`config.mk`:
```
export PLATFORM = sky130hd
export DESIGN_NAME = rotary_quad_gen
export DESIGN_NICKNAME = d
export VERILOG_FILES = /design/src/rtl/rotary_pkg.sv /design/src/rtl/rotary_phase_timer.sv /design/src/rtl/rotary_quad_gen.sv
export SDC_FILE = /design/constraint.sdc
export NUM_CORES = 1
export LEC_CHECK = 0
export CAP_MARGIN = 25
export CORE_UTILIZATION = 30
export CTS_CLUSTER_SIZE = 8
export DETAILED_ROUTE_END_ITERATION = 10
export MAX_ROUTING_LAYER = met4
export SYNTH_ARGS = -nofsm -noshare
export SYNTH_HDL_FRONTEND = slang
export SYNTH_SLANG_ARGS = --single-unit
```
`constraint.sdc`:
```
create_clock -name clk -period 2.4 [get_ports clk]
set_input_delay 0.72 -clock clk [delete_from_list [all_inputs] [get_ports clk]]
set_output_delay 0.72 -clock clk [all_outputs]
set_load 0.005 [all_outputs]
```
`src/rtl/rotary_pkg.sv`:
```
// Shared types and Gray phase tables for the rotary quadrature generator.
// Phase index 0..2 are the moving codes; index 3 is the 00 rest code that closes a detent.
package rotary_pkg;

    typedef enum logic {DIR_CW = 1'b0, DIR_CCW = 1'b1} rot_dir_t;
    typedef enum logic {ST_IDLE = 1'b0, ST_RUN = 1'b1} rot_state_t;

    localparam logic [1:0] QUAD_REST = 2'b00;
    localparam logic [1:0] CW_SEQ  [4] = '{2'b01, 2'b11, 2'b10, 2'b00};
    localparam logic [1:0] CCW_SEQ [4] = '{2'b10, 2'b11, 2'b01, 2'b00};

    function automatic logic [1:0] phase_code(input rot_dir_t dir, input logic [1:0] idx);
        return (dir == DIR_CW) ? CW_SEQ[idx] : CCW_SEQ[idx];
    endfunction

endpackage

```
`src/rtl/rotary_phase_timer.sv`:
```
// Free-running phase timer: o_phase_tick is high on every PHASE_CYCLES-th edge after a start.
// i_start restarts the count so the first tick lands exactly PHASE_CYCLES edges later.
module rotary_phase_timer #(
    parameter int PHASE_CYCLES = 50000
) (
    input  logic i_clk,
    input  logic i_rst_n,
    input  logic i_start,
    output logic o_phase_tick
);

    localparam int TW = $clog2(PHASE_CYCLES);
    localparam logic [TW-1:0] LAST = TW'(PHASE_CYCLES - 1);

    logic [TW-1:0] r_cnt;

    always_ff @(posedge i_clk) begin
        if (!i_rst_n || i_start) begin
            r_cnt <= '0;
        end else if (r_cnt == LAST) begin
            r_cnt <= '0;
        end else begin
            r_cnt <= r_cnt + TW'(1);
        end
    end

    assign o_phase_tick = (r_cnt == LAST);

endmodule

```
`src/rtl/rotary_quad_gen.sv`:
```
// Quadrature generator: turns step commands into full Gray-code detents on quad_out.
// Define ROTARY_GEN_BOUNCE_EN to overlay contact bounce on the bit that changes.
module rotary_quad_gen
    import rotary_pkg::*;
#(
    parameter int PHASE_CYCLES  = 50000,
    parameter int BOUNCE_PULSES = 2
) (
    input  logic       clk,
    input  logic       rst_n,
    input  logic       cmd_valid,
    output logic       cmd_ready,
    input  logic       cmd_dir,
    input  logic [7:0] cmd_steps,
    input  logic       abort,
    output logic [1:0] quad_out,
    output logic       busy,
    output logic       step_done,
    output logic [7:0] gen_pos
);

    if (PHASE_CYCLES < 4) begin : g_bad_phase
        $error("PHASE_CYCLES must be at least 4");
    end
    if (BOUNCE_PULSES < 0) begin : g_bad_bounce
        $error("BOUNCE_PULSES must be non-negative");
    end
`ifdef ROTARY_GEN_BOUNCE_EN
    if (2 * BOUNCE_PULSES >= PHASE_CYCLES) begin : g_bounce_too_long
        $error("2*BOUNCE_PULSES must be below PHASE_CYCLES");
    end
`endif

    rot_state_t r_state;
    rot_dir_t   r_dir;
    logic [1:0] r_idx;
    logic [7:0] r_steps_left;
    logic [7:0] r_pos;
    logic [1:0] r_quad;
    logic       r_step_done;
    logic       r_cmd_ready;
    logic       r_busy;

    logic       w_tick;
    logic       w_start;
    logic       w_restart;
    logic       w_advance;
    logic       w_load;
    logic [1:0] w_quad_nxt;

    rotary_phase_timer #(
        .PHASE_CYCLES (PHASE_CYCLES)
    ) u_timer (
        .i_clk        (clk),
        .i_rst_n      (rst_n),
        .i_start      (w_start),
        .o_phase_tick (w_tick)
    );

    // Handshake: a command transfers on an edge where cmd_valid && cmd_ready; cmd_ready is high only
    // in IDLE, so commands offered while busy are dropped. A zero-step command transfers but does nothing.
    always_comb begin
        w_start    = (r_state == ST_IDLE) && cmd_valid && (cmd_steps != 8'd0);
        w_restart  = (r_state == ST_RUN) && w_tick && (r_idx == 2'd3) &&
                     (r_steps_left != 8'd0) && !abort;
        w_advance  = (r_state == ST_RUN) && w_tick && (r_idx != 2'd3);
        w_load     = w_start || w_restart || w_advance;
        w_quad_nxt = r_quad;
        if (w_start) begin
            w_quad_nxt = phase_code(rot_dir_t'(cmd_dir), 2'd0);
        end else if (w_restart) begin
            w_quad_nxt = phase_code(r_dir, 2'd0);
        end else if (w_advance) begin
            w_quad_nxt = phase_code(r_dir, r_idx + 2'd1);
        end
    end

    always_ff @(posedge clk) begin
        if (!rst_n) begin
            r_state      <= ST_IDLE;
            r_dir        <= DIR_CW;
            r_idx        <= 2'd0;
            r_steps_left <= 8'd0;
            r_pos        <= 8'd0;
            r_quad       <= QUAD_REST;
            r_step_done  <= 1'b0;
            r_cmd_ready  <= 1'b1;
            r_busy       <= 1'b0;
        end else begin
            r_step_done <= 1'b0;
            if (w_load) begin
                r_quad <= w_quad_nxt;
            end
            case (r_state)
                ST_IDLE: begin
                    if (w_start) begin
                        r_dir        <= rot_dir_t'(cmd_dir);
                        r_steps_left <= cmd_steps;
                        r_idx        <= 2'd0;
                        r_state      <= ST_RUN;
                        r_cmd_ready  <= 1'b0;
                        r_busy       <= 1'b1;
                    end
                end
                ST_RUN: begin
                    if (w_restart) begin
                        r_idx <= 2'd0;
                    end else if (w_advance) begin
                        r_idx <= r_idx + 2'd1;
                    end else if (w_tick) begin
                        r_state     <= ST_IDLE;
                        r_cmd_ready <= 1'b1;
                        r_busy      <= 1'b0;
                    end
                    // Abort never cuts a detent short: mid-detent it leaves exactly this one to finish.
                    if (w_advance && (r_idx == 2'd2)) begin
                        r_step_done  <= 1'b1;
                        r_pos        <= (r_dir == DIR_CW) ? r_pos + 8'd1 : r_pos - 8'd1;
                        r_steps_left <= abort ? 8'd0 : r_steps_left - 8'd1;
                    end else if (abort) begin
                        r_steps_left <= (r_idx == 2'd3) ? 8'd0 : 8'd1;
                    end
                end
                default: r_state <= ST_IDLE;
            endcase
        end
    end

`ifdef ROTARY_GEN_BOUNCE_EN
    localparam int KW = $clog2(2 * BOUNCE_PULSES + 2);
    localparam logic [KW-1:0] K_END = KW'(2 * BOUNCE_PULSES);

    logic [KW-1:0] r_k;
    logic [1:0]    r_mask;
    logic [1:0]    r_quad_out;

    // r_k is the cycle count since the last transition; the old value reappears on odd counts.
    always_ff @(posedge clk) begin
        if (!rst_n) begin
            r_k        <= K_END;
            r_mask     <= 2'b00;
            r_quad_out <= QUAD_REST;
        end else if (w_load) begin
            r_k        <= '0;
            r_mask     <= w_quad_nxt ^ r_quad;
            r_quad_out <= w_quad_nxt;
        end else begin
            if (r_k != K_END) begin
                r_k <= r_k + KW'(1);
            end
            if ((int'(r_k) + 1 < 2 * BOUNCE_PULSES) && !r_k[0]) begin
                r_quad_out <= r_quad ^ r_mask;
            end else begin
                r_quad_out <= r_quad;
            end
        end
    end

    assign quad_out = r_quad_out;
`else
    assign quad_out = r_quad;
`endif

    assign cmd_ready = r_cmd_ready;
    assign busy      = r_busy;
    assign step_done = r_step_done;
    assign gen_pos   = r_pos;

endmodule

```
; Yosys cells after proc, flatten, opt, wreduce, memory -nomap -nowiden
; Index checks and enable logic that the tools add are counted.
[op_classes]
n_addsub = 5
n_lt_le_gt_ge = 1
n_eq_ne = 10
n_mux = 39
bitwise = 2
reduce_logical = 24
[ops]
columns = cell, n
row1 = 8-bit two-way mux, 5
row2 = 2-bit two-way mux, 13
row3 = 16-bit by 1-bit adder with 16-bit output (second input constant), 1
row4 = 16-bit == test (second input constant), 1
row5 = 8-bit one-hot mux with 2 select lines, 1
row6 = 8-bit nonzero test, 2
row7 = 8-bit by 1-bit subtractor with 8-bit output (second input constant), 2
row8 = 1-bit two-way mux, 14
row9 = 2-bit AND reduction, 6
row10 = 8-bit by 1-bit adder with 8-bit output (second input constant), 1
row11 = 2-bit binary-select mux with 2-bit select, 2
row12 = 1-bit logical AND, 8
row13 = 2-bit inequality test (second input constant), 3
row14 = 1-bit one-hot mux with 2 select lines, 3
row15 = 2-bit == test (second input constant), 2
row16 = 2-bit by 1-bit inequality test with 1-bit output (second input constant), 2
row17 = 2-bit one-hot mux with 2 select lines, 1
row18 = 4-bit AND reduction, 1
row19 = 3-bit >= comparator (second input constant), 1
row20 = 1-bit logical OR, 3
row21 = 3-bit by 1-bit inequality test with 1-bit output (second input constant), 1
row22 = 3-bit by 2-bit inequality test with 1-bit output (second input constant), 1
row23 = 2-bit inverter with 3-bit output, 1
row24 = 3-bit nonzero test, 1
row25 = other kinds (4), 5
[word_totals]
regBits = 41
in_bits = 13
out_inout_bits = 13
word_cells = 91

; Logic depth before layout (Yosys ltp)
; Gate-level depths: netlist of the first run.
[logic_depth]
word_depth = 9
mapped_depth = 8
ltp_nobuf = 7

; Modules after synthesis
; A second synthesis of the first run with hierarchy kept.
[hier_totals]
hier_cells = 279
hier_area_um2 = 2386.0
[modules_own_cells]
columns = mod, instances, cells_per_inst, area_per_inst_um2, seq_area_each_um2
row1 = rotary_quad_gen, 1, 199, 1586.5, 500.5
row2 = rotary_phase_timer, 1, 80, 799.5, 320.3

; Least setup slack after synthesis of the first run
; Ideal clock, no wire load.
[synth_timing]
kind = input to register
from = input cmd_steps[2]
to = register r_steps_left[1]
setup_ps = 119
t_arrival_ps = 1922
t_required_ps = 2281
slack_ps = 360
cell_stages = 5
n_path_buf = 0
path_cell_list = nor4_1 > a21boi_0 > nor2_1 > nor2_1 > o221a_2
[synth_between]
elab_chain_cells = 4
[synth_lines]
columns = item, line_no
row1 = start: declaration, rotary_quad_gen.sv:14  ; input logic [7:0] cmd_steps,
row2 = 8-bit nonzero test, rotary_quad_gen.sv:63  ; w_start = (r_state == ST_IDLE) && cmd_valid && (cmd_steps != 8'd0);
row3 = 1-bit logical AND, rotary_quad_gen.sv:63
row4 = 2-bit by 1-bit inequality test with 1-bit output (no line), n/a
row5 = 2-bit AND reduction (no line), n/a
row6 = end signal: assignment, rotary_quad_gen.sv:98  ; r_steps_left <= cmd_steps;
row7 = end signal: assignment, rotary_quad_gen.sv:119  ; r_steps_left <= abort ? 8'd0 : r_steps_left - 8'd1;
row8 = end signal: assignment, rotary_quad_gen.sv:121  ; r_steps_left <= (r_idx == 2'd3) ? 8'd0 : 8'd1;
row9 = end: declaration, rotary_quad_gen.sv:37  ; logic [7:0] r_steps_left;
; No other way between the ends.
; A chain may end at the register's enable or synchronous reset.

; Worst setup path in the final report of the first run
[layout_timing]
from = input cmd_steps[2]
to = register r_steps_left[5]
; Same word-level chain as after synthesis.

==> run metrics, run 1 <==
I/O Pins 26; die area 8040 sq um; Setup Buffers After CTS 0; Comb pwr share 0.149; TNS Setup 0 ns; Rel. slew slack 0.563; total grt overflow 0; pins over their slew limit 0; Placed Cells 420; WL final 5.50 mm; root buffer cell clkbuf_8; clock-pin slew on the worst setup and hold paths 0.08 ns; Clock Power Share 0.371; Yosys top cell area share 0.356; Critical Path, Cell by Cell clkdlybuf4s50_1 -> nor4_1 -> a21boi_1 -> or2_2 -> a311o_1 -> a21oi_1; number of max-cap violations 0; port bufs 25; Worst-Margin Slew 0.650 ns; Final Hold Viols 0; Yosys cell types 62; grt met1 use 0.201; # DRC 0; Final WS setup 0.142 ns; commonest cells in the netlist dfxtp_1 (41), nor2_1 (31), nand2_1 (24), nand3_1 (24), a21oi_1 (16); clk_skew around 0.012 ns; Site Rows 31; CTS buffer count 5; Tmin final 2.26 ns; fraction of layout instances using a drive strength above 1 0.143; CP Buf/Inv Count 1; GRT met3 Usage 0.0347; GP Congestion 0.851; initial antenna violation count 0; Post-Syn Area 2300 sq um; Max clock buf depth 2; Reg2Reg Launch Point u_timer.r_cnt[0]; Seq/Total Area, Yosys 0.356; #FFs+latches synth 41; Synth area leaders dfxtp_1 (36%), ha_1 (6.0%), nand3_1 (5.2%); total number of vias 2162; register share of total power 0.480; Initial Util 0.314; drt first pass iters 4; fillers 741; # H-tree levels 2; worst hold path type register to register; setup violators final 0; hold path startpoint u_timer.r_cnt[0]; RSZ-0062 raised after global routing false; VDD IR max 0.000339 V; Psw 379 uW; CP max FO 5; Startpoint Class input pin; R2R depth 6; Yosys warnings 0; cell taking the most area after synthesis dfxtp_1; Non-Filler Instances 428; RR Endpoint r_steps_left[2]; hold path depth 1; Worst Path Required 2.61 ns; number of global-route vias before repair 1986; Int Pwr 1.13 mW; share of flip-flops with an asynchronous set or reset 0; number of flops mapped to enable cells by yosys 0; status finished, final reports clean; Cells after Synth 276; Layout area overhead 28.0%; ys flop type dfxtp_1; clock sinks 41; fin crit share 0.941; cts hold-fix bufs 0; global route hottest layer met2; Nets 353; CP Class input pin to register; Vert. Die Dim 89.7 um; count leader, synth dfxtp_1; Iteration-0 DRC Markers around 140; R2R Setup Slk between 0.3 and 0.4 ns; crit path DAT between 2 and 2.5 ns; die width approximately 90 um; hpwl dp 4.14 mm; Design Power ~1.5 mW; wire per inst approximately 13 um; cell leakage power around 1.1 nW; Avg Synthesized Cell Area 8.35 sq um; Clock Latency Late Sink between 0.2 and 0.3 ns; CTS tree yes; Setup crit end kind register; GRT Resource Usage Total 0.151; PwrDens 511 nW/um^2; ant diodes 0; DP Worst Slack -0.214 ns; antenna viol nets, final 0; vias per cell 5.05; CP max-delay cell clkdlybuf4s50_1; largest net degree at the start of global routing 17; first-pass GRT wire length 9.17 mm; crit-path leading delay family simple AND/OR/NAND/NOR gates; met2 usage 0.230; switching power share of the total 0.251; core footprint 7330 sq um; Worst path max stage delay 0.41 ns; Hold Path End u_timer.r_cnt[0]; fmax between 400 and 500 MHz; Net Count, Synth between 300 and 400
layout by cell type (no fill, tap or decap), types with 11 or more instances in the layout:
cell type / synthesis / layout
xnor2_1: 12 / 12
dfxtp_1: 41 / 41
nor2_1: 31 / 31
nand3_1: 24 / 24
buf_4: 1 / 26
ha_1: 11 / 11
a21oi_1: 16 / 16
clkdlybuf4s50_1: 0 / 25
nand2_1: 24 / 24
inv_1: 14 / 14
layer usage:
layer,share of wire,vias to the layer above
met3,0.052,8
li1,-,1111
met4,0.012,0
met2,0.45,53
met1,0.48,990
met5,0,-
state kept, by name, summed over array words and instances (netlist names):
| signal | cells |
|---|---|
| gen_pos | 8 |
| r_steps_left | 8 |
| quad_out | 2 |
| r_state | 1 |
| r_dir | 1 |
| cmd_ready | 1 |
| step_done | 1 |
| u_timer.r_cnt | 16 |
| r_idx | 2 |
| busy | 1 |
final cells by class:
class / count / area [sq um] / area share
Multi-Input combinational cell: 213 / 1390 / 0.471
Inverter: 16 / 60.1 / 0.0204
Clock buffer: 6 / 72.6 / 0.0246
Tap cell: 99 / 124 / 0.0420
Clock inverter: 2 / 38.8 / 0.0131
Sequential cell: 41 / 821 / 0.278
Timing Repair Buffer: 51 / 445 / 0.151
worst register-to-register path: stages (launching register included):
cell     delay, ns
dfxtp_1       0.37
ha_1          0.22
and3_1        0.26
nand4_1       0.29
nor3_4        0.40
a32oi_1       0.15
o41ai_1       0.26
worst max-delay path by stage:
stage / start / end / slack (ns) / depth (start not counted)
floorplan: cmd_steps[2] / r_steps_left[1] / 0.36 / 5
global placement: cmd_steps[2] / r_steps_left[5] / -0.14 / 6
detailed placement: cmd_steps[2] / r_steps_left[5] / -0.21 / 6
CTS: cmd_steps[2] / r_steps_left[5] / 0.1 / 6
global route: cmd_steps[1] / r_steps_left[5] / 0.05 / 6
finish: cmd_steps[2] / r_steps_left[5] / 0.14 / 6
stage by stage:
stage / utilization / hold WS (ns) / cell area [sq um]
6_report: 0.402 / 0.463 / 2950
5_1_grt: 0.402 / 0.493 / 2950
4_1_cts: 0.402 / 0.468 / 2950
3_5_place_dp: 0.387 / 0.450 / 2840
3_3_place_gp: 0.387 / 0.444 / 2840
2_1_floorplan: - / 0.430 / 2300
kinds of logic (layout without fill, tap and decap cells):
family,after synthesis,after routing,share of synthesized area
adders and majority gates,12,12,0.0684
xor gates and xnor gates,19,19,0.0722
DFF,41,41,0.356
AOI/OAI and AO/OA,60,60,0.182
and+or+nand+nor,121,121,0.276
buffers and inverters,22,75,0.0413
muxes,1,1,0.00434
power by group through the flow:
stage | sequential [mW] | combinational, mW | clock [mW]
floorplan | 0.732 | 0.122 | 0
global placement | 0.740 | 0.221 | 0
detailed placement | 0.740 | 0.224 | 0
CTS | 0.724 | 0.226 | 0.584
global route | 0.727 | 0.246 | 0.614
finish | 0.724 | 0.225 | 0.559
timing repair:
item | 4_1_cts | 5_1_grt
resized for setup | 0 | 1
setup endpoints to repair | 0 | 3
hold endpoints to repair | 0 | 0
Note: power is estimated with default switching activity, not from simulation.
==> run 2, diff against run 1 <==
- SKIP_CTS_REPAIR_TIMING: default -> 1
==> results of run 2 <==
The final DEF is identical to that of run 1; final timing and power are the same.
==> run 3, diff against run 2 <==
- GPL_ROUTABILITY_DRIVEN: default -> 0
==> results of run 3 <==
The final DEF is identical to that of run 1; final timing and power are the same.
